--- src/rtl/pc_gen.sv ---
// Program-counter generator at the head of fetch: boot delay, then a valid/ready PC stream
// with stall, branch/trap redirect, halt/resume and misaligned-target trapping.
module pc_gen #(
    parameter int              XLEN        = 32,
    parameter logic [XLEN-1:0] RESET_VEC   = '0,
    parameter int              INC         = 4,
    parameter int              ALIGN_BITS  = 2,
    parameter int              BOOT_CYCLES = 1
) (
    input  logic            clk,
    input  logic            rst_n,
    output logic            ena_o,
    output logic [XLEN-1:0] pc_o,
    output logic            pc_valid_o,
    input  logic            pc_ready_i,
    input  logic            stall_i,
    input  logic            redirect_i,
    input  logic [XLEN-1:0] redirect_pc_i,
    input  logic            trap_i,
    input  logic [XLEN-1:0] trap_vec_i,
    input  logic            halt_i,
    output logic            misalign_o,
    output logic [1:0]      state_o
);

    typedef enum logic [1:0] {
        BOOT = 2'd0,
        RUN  = 2'd1,
        HALT = 2'd2
    } state_t;

    localparam int              CNT_W     = (BOOT_CYCLES > 1) ? $clog2(BOOT_CYCLES) : 1;
    localparam logic [CNT_W-1:0] BOOT_LAST = (BOOT_CYCLES > 0) ? CNT_W'(BOOT_CYCLES - 1) : '0;
    localparam logic [XLEN-1:0] INC_V     = XLEN'(INC);

    state_t            state_reg, state_next;
    logic [XLEN-1:0]   pc_reg, pc_next;
    logic [CNT_W-1:0]  cnt_reg, cnt_next;
    logic              misalign_reg, misalign_next;
    logic              target_misaligned;

    generate
        if (ALIGN_BITS > 0) begin : g_align
            assign target_misaligned = |redirect_pc_i[ALIGN_BITS-1:0];
        end else begin : g_no_align
            assign target_misaligned = 1'b0;
        end
    endgenerate

    always_ff @(posedge clk or negedge rst_n) begin
        if (!rst_n) begin
            state_reg    <= BOOT;
            pc_reg       <= RESET_VEC;
            cnt_reg      <= '0;
            misalign_reg <= 1'b0;
        end else begin
            state_reg    <= state_next;
            pc_reg       <= pc_next;
            cnt_reg      <= cnt_next;
            misalign_reg <= misalign_next;
        end
    end

    always_comb begin
        state_next    = state_reg;
        pc_next       = pc_reg;
        cnt_next      = cnt_reg;
        misalign_next = 1'b0;
        case (state_reg)
            BOOT: begin
                if (BOOT_CYCLES == 0 || cnt_reg == BOOT_LAST) begin
                    state_next = RUN;
                end else begin
                    cnt_next = cnt_reg + CNT_W'(1);
                end
            end
            RUN, HALT: begin
                // Flush sources override handshake, stall and halt alike.
                if (trap_i) begin
                    pc_next = trap_vec_i;
                end else if (redirect_i) begin
                    if (target_misaligned) begin
                        pc_next       = trap_vec_i;
                        misalign_next = 1'b1;
                    end else begin
                        pc_next = redirect_pc_i;
                    end
                end else if (state_reg == RUN && !halt_i && pc_ready_i && !stall_i) begin
                    pc_next = pc_reg + INC_V;
                end

                if (state_reg == RUN) begin
                    if (halt_i && !trap_i && !redirect_i) state_next = HALT;
                end else if (!halt_i) begin
                    state_next = RUN;
                end
            end
            default: state_next = BOOT;
        endcase
    end

    assign pc_o       = pc_reg;
    assign pc_valid_o = (state_reg == RUN);
    assign ena_o      = (state_reg != BOOT);
    assign misalign_o = misalign_reg;
    assign state_o    = state_reg;

endmodule

--- config.mk ---
export PLATFORM = sky130hd
export DESIGN_NAME = pc_gen
export DESIGN_NICKNAME = d
export VERILOG_FILES = /design/src/rtl/pc_gen.sv
export SDC_FILE = /design/constraint.sdc
export NUM_CORES = 1
export LEC_CHECK = 0
export ABC_CLOCK_PERIOD_IN_PS = 6400
export CAP_MARGIN = 20
export CORE_UTILIZATION = 48
export CTS_CLUSTER_SIZE = 10
export DETAILED_ROUTE_END_ITERATION = 7
export GPL_TIMING_DRIVEN = 1
export PLACE_DENSITY = 0.87
export SLEW_MARGIN = 40
export SYNTH_ARGS = -nofsm -noshare
export SYNTH_HDL_FRONTEND = slang
export SYNTH_SLANG_ARGS = --single-unit
--- constraint.sdc ---
create_clock -name clk -period 6.4 [get_ports clk]
set_clock_uncertainty 0.05 [all_clocks]
set_input_delay 1.92 -clock clk [delete_from_list [all_inputs] [get_ports clk]]
set_output_delay 1.92 -clock clk [all_outputs]
set_load 0.05 [all_outputs]
==> flow_metrics.py, run 1 <==
metrics = {
    "grt": {
        "grt_pass1_wl_mm": 15.1,
        "grt_antenna_before_repair": 0,
        "grt_overflow_total": 0,
        "grt_pass1_vias": 3201,
        "track_usage": 0.309,
        "grt_max_degree": 46,
    },
    "placement": {
        "portBuffers": 107,
        "hpwl_mm": 6.48,
        "gp_congestion": 0.841,
        "dp_slack_ns": 2.12,
    },
    "synthesis": {
        "yosysUniqueCellTypes": 54,
        "yosys.area_share.simple": 0.233,
        "synth-adder-area-share": 0.0222,
        "synth_area_per_cell_um2": 8.20,
        "synth-compound-area-share": 0.363,
        "syn_nets": 419,
        "synth-seq-area-share": 0.311,
        "synth-xor-area-share": 0.00311,
        "synthArstFlopShare": 1.00,
        "yosys_warnings": 0,
        "synth_top_family_by_area": "compound AO/OA/AOI/OAI gates",
        "ys_ff_latch": 35,
        "yosys-mux-area-fraction": 0.0111,
        "synth_edf_count": 0,
        "syn_inst": 343,
        "syn_area_um2": 2810,
        "synth_flop_cell": "dfrtp_1",
    },
    "worst_setup_path": {
        "start_kind": "input port",
        "reg2reg_slack_ns": 4.00,
        "reg2reg_depth": 7,
        "r2r_start": "state_o[0]",
        "critical_path_class": "in2reg",
        "crit_start": "redirect_i",
        "critPathMaxFanout": 45,
        "cp.required_ns": 6.52,
        "r2r_end": "pc_o[30]",
        "end_kind": "register",
        "arrival_ns": 4.10,
    },
    "clock_network": {
        "numCtsBuffers": 5,
        "postCtsHoldBufs": 0,
        "cts_tree": "yes",
        "clkTransAtPathRegs_ns": 0.07,
        "clk_path_buf_depth": 2,
        "clock_latency_ns": 0.29,
        "cts_max_level": 2,
        "clock-root-buffer": "clkbuf_8",
        "cts_resized": 0,
        "cts.sinks": 35,
        "cts_setup_buffers": 0,
    },
    "floorplanning": {
        "core-area_um2": 5570,
        "fp.dieH_um": 78.6,
        "boundaryPins": 108,
        "dieArea_um2": 6170,
        "start_util": 0.505,
        "fp.dieW_um": 78.6,
        "num_rows": 27,
    },
    "min_path": {
        "hold_end": "pc_o[1]",
        "holdPathStages": 2,
        "worstHoldPathType": "reg2reg",
        "hp-start": "pc_o[1]",
    },
    "pwr": {
        "intPower_w": 0.000837,
        "finalPower_w": 0.00186,
        "sw_frac_of_total": 0.550,
        "clkPwrFrac": 0.083,
        "leakage_nw": 1.59,
        "pwr-share-comb": 0.651,
        "p_seq_frac": 0.266,
        "peakVddDrop_v": 0.000259,
        "p_sw_w": 0.00102,
        "power_density_nw_per_um2": 468,
    },
    "drt": {
        "num_vias": 3253,
        "dr.pass1.iters": 5,
        "routed_via_density": 6.42,
        "drt_first_iter_violations": 287,
        "routedWlPerCell_um": 18.1,
        "drc": 0,
        "routed_wirelength_mm": 9.17,
        "ant_nets": 0,
    },
    "sta": {
        "min_period_over_period": 0.621,
        "setup_viol": 0,
        "finalSetupTns_ns": 0,
        "max_freq_mhz": 252,
        "relSlewSlack": 0.537,
        "fin_ws_ns": 2.43,
        "hold_violations": 0,
        "hold-worst-slack_ns": 0.461,
        "slew_violations": 0,
        "worstMarginPinSlew_ns": 0.692,
        "rsz0062_at_grt": "no",
        "min_period_ns": 3.97,
    },
    "run": {
        "cap_violations": 0,
    },
    "cells_and_area": {
        "drive_gt1_frac": 0.0598,
        "syn_to_final_growth_pct": 41.4,
        "fin_nets": 512,
        "antenna_cells": 0,
        "utilization": 0.714,
    },
    "run_status": {
        "status": "completed",
    },
}
-- how the worst max path moves through the flow --
stage	endpoint	slack, ns	cells after the start
2_1_floorplan	pc_o[27]	3.07	7
6_report	pc_o[30]	2.43	7
4_1_cts	pc_o[10]	2.41	7
5_1_grt	pc_o[30]	2.31	7
3_5_place_dp	pc_o[10]	2.12	7
3_3_place_gp	pc_o[30]	2.22	6
-- power groups by stage --
stage,sequential [W],combinational (W),clock (W)
after global placement,0.000488,0.00118,0
after floorplan,0.000822,0.000458,0
after CTS,0.000489,0.00121,0.000154
after detailed placement,0.000491,0.00120,0
after global routing,0.000509,0.00129,0.000162
final,0.000495,0.00121,0.000154
-- placed cells by master (no fill, tap or decap), drive strengths merged, types with 11 or more instances in the layout --
cell type and n:
clkdlybuf4s50 106, inv 14, o21ai 27, nor2 26, nand4 11, a22o 25, nand2 27, nand3 12
a21oi 24, dfrtp 35, a22oi 16
-- synthesized netlist by cell type, types with 2 or more instances --
cell type  number  share of area
a22oi_1        16          0.043
a31oi_1         7          0.016
mux2i_1         2         0.0071
a311oi_1        2         0.0062
a21oi_1        24          0.043
o21ai_1         2         0.0036
ha_1            5          0.022
o41ai_2         2          0.012
a221oi_1        5          0.016
a21o_2          2         0.0062
nand4_1        11          0.024
o21a_1          2         0.0053
nand3b_1        2         0.0053
a21o_1          6          0.016
nand2_1        26          0.035
inv_1          14          0.019
a211oi_1        2         0.0053
clkbuf_1       18          0.024
o221ai_1        2         0.0062
o22ai_1         6          0.013
o31a_1          4          0.012
o41ai_1         3         0.0093
dfrtp_1        35           0.31
and2_1          6          0.013
nand2b_1        2         0.0044
nor2b_1         7          0.016
nor2_1         26          0.035
and4_1          2         0.0062
buf_2           7          0.012
nand3_1        10          0.018
and3_1          8          0.018
nor3_1          3         0.0053
or2_2           2         0.0044
nor4_4          3          0.023
a22o_1         25          0.078
o21ai_0        25          0.044
nand4b_1        2         0.0062
-- area by class of cell --
cell class / instances / area (um^2)
multi-input cells: 268 / 1780
fillers: 460 / 1600
repair buffers: 112 / 1110
flip-flops and latches: 35 / 876
well taps: 72 / 90.1
clock buffers: 6 / 72.6
inverters: 14 / 52.6
-- critical path, cell delays in order --
cell             delay (ns)
clkdlybuf4s50_1        0.41
buf_4                  0.28
o21ai_1                0.43
o21a_1                 0.20
buf_4                  0.35
o221ai_1               0.19
a311o_1                0.30
-- per-stage QoR --
step,std cells,instance area (um^2)
final,507,3980
after global routing,507,3980
after CTS,507,3970
after detailed placement,501,3900
after global placement,501,3900
after floorplan,343,2810
-- flip-flops by register name, summed over array words and instances, names as in the netlist --
register	cells
misalign_o	1
pc_o	32
state_o	2
-- kinds of logic (layout without fill, tap and decap cells) --
logic type                 count (synthesis)  after routing
adders and majority gates                  5              5
xor gates and xnor gates                   1              1
AOI/OAI and AO/OA                        144            144
and+or+nand+nor                          115            115
DFF                                       35             35
buffers and inverters                     40            132
muxes                                      3              3
-- per-layer routing --
| metal | part of all wire | global-route usage | up-vias |
|---|---|---|---|
| met4 | 0.018 | 0.109 | 0 |
| li1 | - | - | 1498 |
| met5 | 0 | 0 | - |
| met1 | 0.41 | 0.397 | 1561 |
| met3 | 0.077 | 0.0593 | 19 |
| met2 | 0.50 | 0.514 | 175 |
No activity file was read; power rests on OpenSTA's default activity.
==> inputs of run 2 (changes only) <==
--- a/config.mk
+++ b/config.mk
@@ -5,13 +5,13 @@
 export SDC_FILE = /design/constraint.sdc
 export NUM_CORES = 1
 export LEC_CHECK = 0
-export ABC_CLOCK_PERIOD_IN_PS = 6400
+export ABC_CLOCK_PERIOD_IN_PS = 3930
 export CAP_MARGIN = 20
-export CORE_UTILIZATION = 48
+export CORE_UTILIZATION = 45
 export CTS_CLUSTER_SIZE = 10
 export DETAILED_ROUTE_END_ITERATION = 7
 export GPL_TIMING_DRIVEN = 1
-export PLACE_DENSITY = 0.87
+export PLACE_DENSITY = 0.82
 export SLEW_MARGIN = 40
 export SYNTH_ARGS = -nofsm -noshare
 export SYNTH_HDL_FRONTEND = slang
==> constraint.sdc (replaced) <==
create_clock -name clk -period 3.93 [get_ports clk]
set_clock_uncertainty 0.05 [all_clocks]
set_input_delay 1.179 -clock clk [delete_from_list [all_inputs] [get_ports clk]]
set_output_delay 1.179 -clock clk [all_outputs]
set_load 0.05 [all_outputs]
==> run 2 against run 1 <==
  * Clock-buffer cell count rose by 1
  * Via count increased by 1.8%
  * Sequential share of layout area fell by 0.14 points
  * Highest routed layer unchanged
==> flow_metrics.py, run 2 (synthesis results as in run 1) <==
metrics = {
    "pwr": {
        "intPower_w": 0.00138,
        "peakVddDrop_v": 0.000528,
        "finalPower_w": 0.00308,
        "p_seq_frac": 0.259,
        "sw_frac_of_total": 0.552,
        "clkPwrFrac": 0.088,
        "power_density_nw_per_um2": 770,
        "leakage_nw": 1.60,
        "p_sw_w": 0.00170,
        "pwr-share-comb": 0.653,
    },
    "grt": {
        "use_met3": 0.0551,
        "grt_antenna_before_repair": 0,
        "use_met2": 0.494,
        "grt_max_degree": 45,
        "met1_usage": 0.378,
        "track_usage": 0.294,
        "grt_overflow_total": 0,
        "grt_pass1_wl_mm": 14.7,
        "grt_pass1_vias": 3049,
        "gr-max-usage-layer": "met2",
    },
    "floorplanning": {
        "num_rows": 28,
        "fp.dieH_um": 81.1,
        "fp.dieW_um": 81.1,
        "start_util": 0.470,
        "boundaryPins": 108,
        "core-area_um2": 5990,
        "dieArea_um2": 6570,
    },
    "sta": {
        "min_period_ns": 3.15,
        "max_freq_mhz": 318,
        "worstMarginPinSlew_ns": 0.759,
        "rsz0062_at_grt": "no",
        "finalSetupTns_ns": 0,
        "hold_violations": 0,
        "min_period_over_period": 0.801,
        "slew_violations": 0,
        "relSlewSlack": 0.492,
        "hold-worst-slack_ns": 0.433,
        "setup_viol": 0,
    },
    "worst_setup_path": {
        "slowest_delay_ns": 0.84,
        "arrival_ns": 1.92,
        "path_cells": "inv_1, ha_1, clkdlybuf4s50_1",
        "slowest_stage": "clkdlybuf4s50_1",
        "cp.required_ns": 2.70,
        "worstPathBufferInverterCount": 2,
        "critical_path_class": "reg2out",
        "crit_family": "buffers and inverters",
        "start_kind": "register",
        "r2r_end": "pc_o[28]",
        "r2r_start": "state_o[0]",
        "reg2reg_depth": 8,
        "reg2reg_slack_ns": 1.34,
        "end_kind": "primary output",
        "critPathMaxFanout": 5,
    },
    "drt": {
        "ant_nets": 0,
        "routed_via_density": 6.44,
        "routedWlPerCell_um": 18.7,
        "num_vias": 3312,
        "dr.pass1.iters": 5,
        "routed_wirelength_mm": 9.61,
        "drt_first_iter_violations": 370,
        "drc": 0,
    },
    "cells_and_area": {
        "antenna_cells": 0,
        "syn_to_final_growth_pct": 42.3,
        "fin_nets": 514,
        "drive_gt1_frac": 0.0638,
        "layout_common_cells": "clkdlybuf4s50_1 (106), dfrtp_1 (35), nor2_1 (26), nand2_1 (26), a22o_1 (25)",
        "regArea_um2": 876,
        "final_common_cell": "clkdlybuf4s50_1",
        "multi_input_area_um2": 1780,
        "stdcell_area_um2": 4000,
        "fill_cells": 495,
        "largest_register_ffs": 32,
    },
    "clock_network": {
        "cts_max_level": 2,
        "cts_resized": 0,
        "clk_path_buf_depth": 2,
        "numCtsBuffers": 5,
        "clock_latency_ns": 0.30,
        "clkTransAtPathRegs_ns": 0.07,
        "clock-root-buffer": "clkbuf_8",
        "cts.sinks": 35,
        "cts_setup_buffers": 0,
        "cts_tree": "yes",
        "postCtsHoldBufs": 0,
    },
    "placement": {
        "gp_congestion": 0.829,
        "portBuffers": 107,
        "placed_area_um2": 3920,
        "hpwl_mm": 6.82,
    },
    "run": {
        "cap_violations": 0,
    },
    "min_path": {
        "hold_end": "pc_o[0]",
        "holdPathStages": 2,
        "worstHoldPathType": "reg2reg",
        "hp-start": "pc_o[0]",
    },
    "run_status": {
        "status": "completed",
    },
}
## run 2: cell types whose count changed in the layout (fill, tap and decap cells not counted)
cell,change
nor2_2,-1
buf_4,+2
nor2_1,+1
clkbuf_1,+1
clkinv_2,+1
## run 2: worst max path at each step
stage | from | end | slack, ns | depth (start not counted)
after floorplan | state_o[0] | pc_o[31] | 1.29 | 7
after global placement | trap_i | pc_o[30] | 0.60 | 8
after detailed placement | redirect_i | state_o[1] | 0.52 | 6
after CTS | state_o[1] | pc_valid_o | 0.78 | 3
after global routing | redirect_i | state_o[1] | 0.69 | 6
final | state_o[1] | pc_valid_o | 0.78 | 3
## run 2: final cells by class
class / count / share of cell area
Sequential cell: 35 / 0.219
Timing Repair Buffer: 114 / 0.280
Multi-Input combinational cell: 268 / 0.444
Inverter: 14 / 0.0131
Clock inverter: 1 / 0.00125
Tap cell: 75 / 0.0234
Clock buffer: 7 / 0.0191
## run 2: through the flow
step                      std cells  worst slack [ns]  utilization
after floorplan                 343              1.29            -
after CTS                       514             0.778        0.668
after global routing            514             0.691        0.668
final                           514             0.781        0.668
after global placement          506             0.600        0.654
after detailed placement        506             0.519        0.654
## run 2: routing by layer
layer | vias to the layer above | wire [um]
met5 | - | 0
met4 | 0 | 161
met3 | 17 | 859
met2 | 197 | 4710
met1 | 1598 | 3880
li1 | 1500 | -
## run 2: tightest hold or removal path: stages (launching register included)
cell	delay, ns
dfrtp_1	0.35
nand2_1	0.05
nand2_1	0.05
## run 2: power groups by stage
stage          clock network (W)  logic (W)  registers, W
3_5_place_dp                   0    0.00199      0.000798
6_report                0.000270    0.00201      0.000799
3_3_place_gp                   0    0.00194      0.000793
2_1_floorplan                  0   0.000746       0.00134
5_1_grt                 0.000282    0.00213      0.000829
4_1_cts                 0.000270    0.00200      0.000794
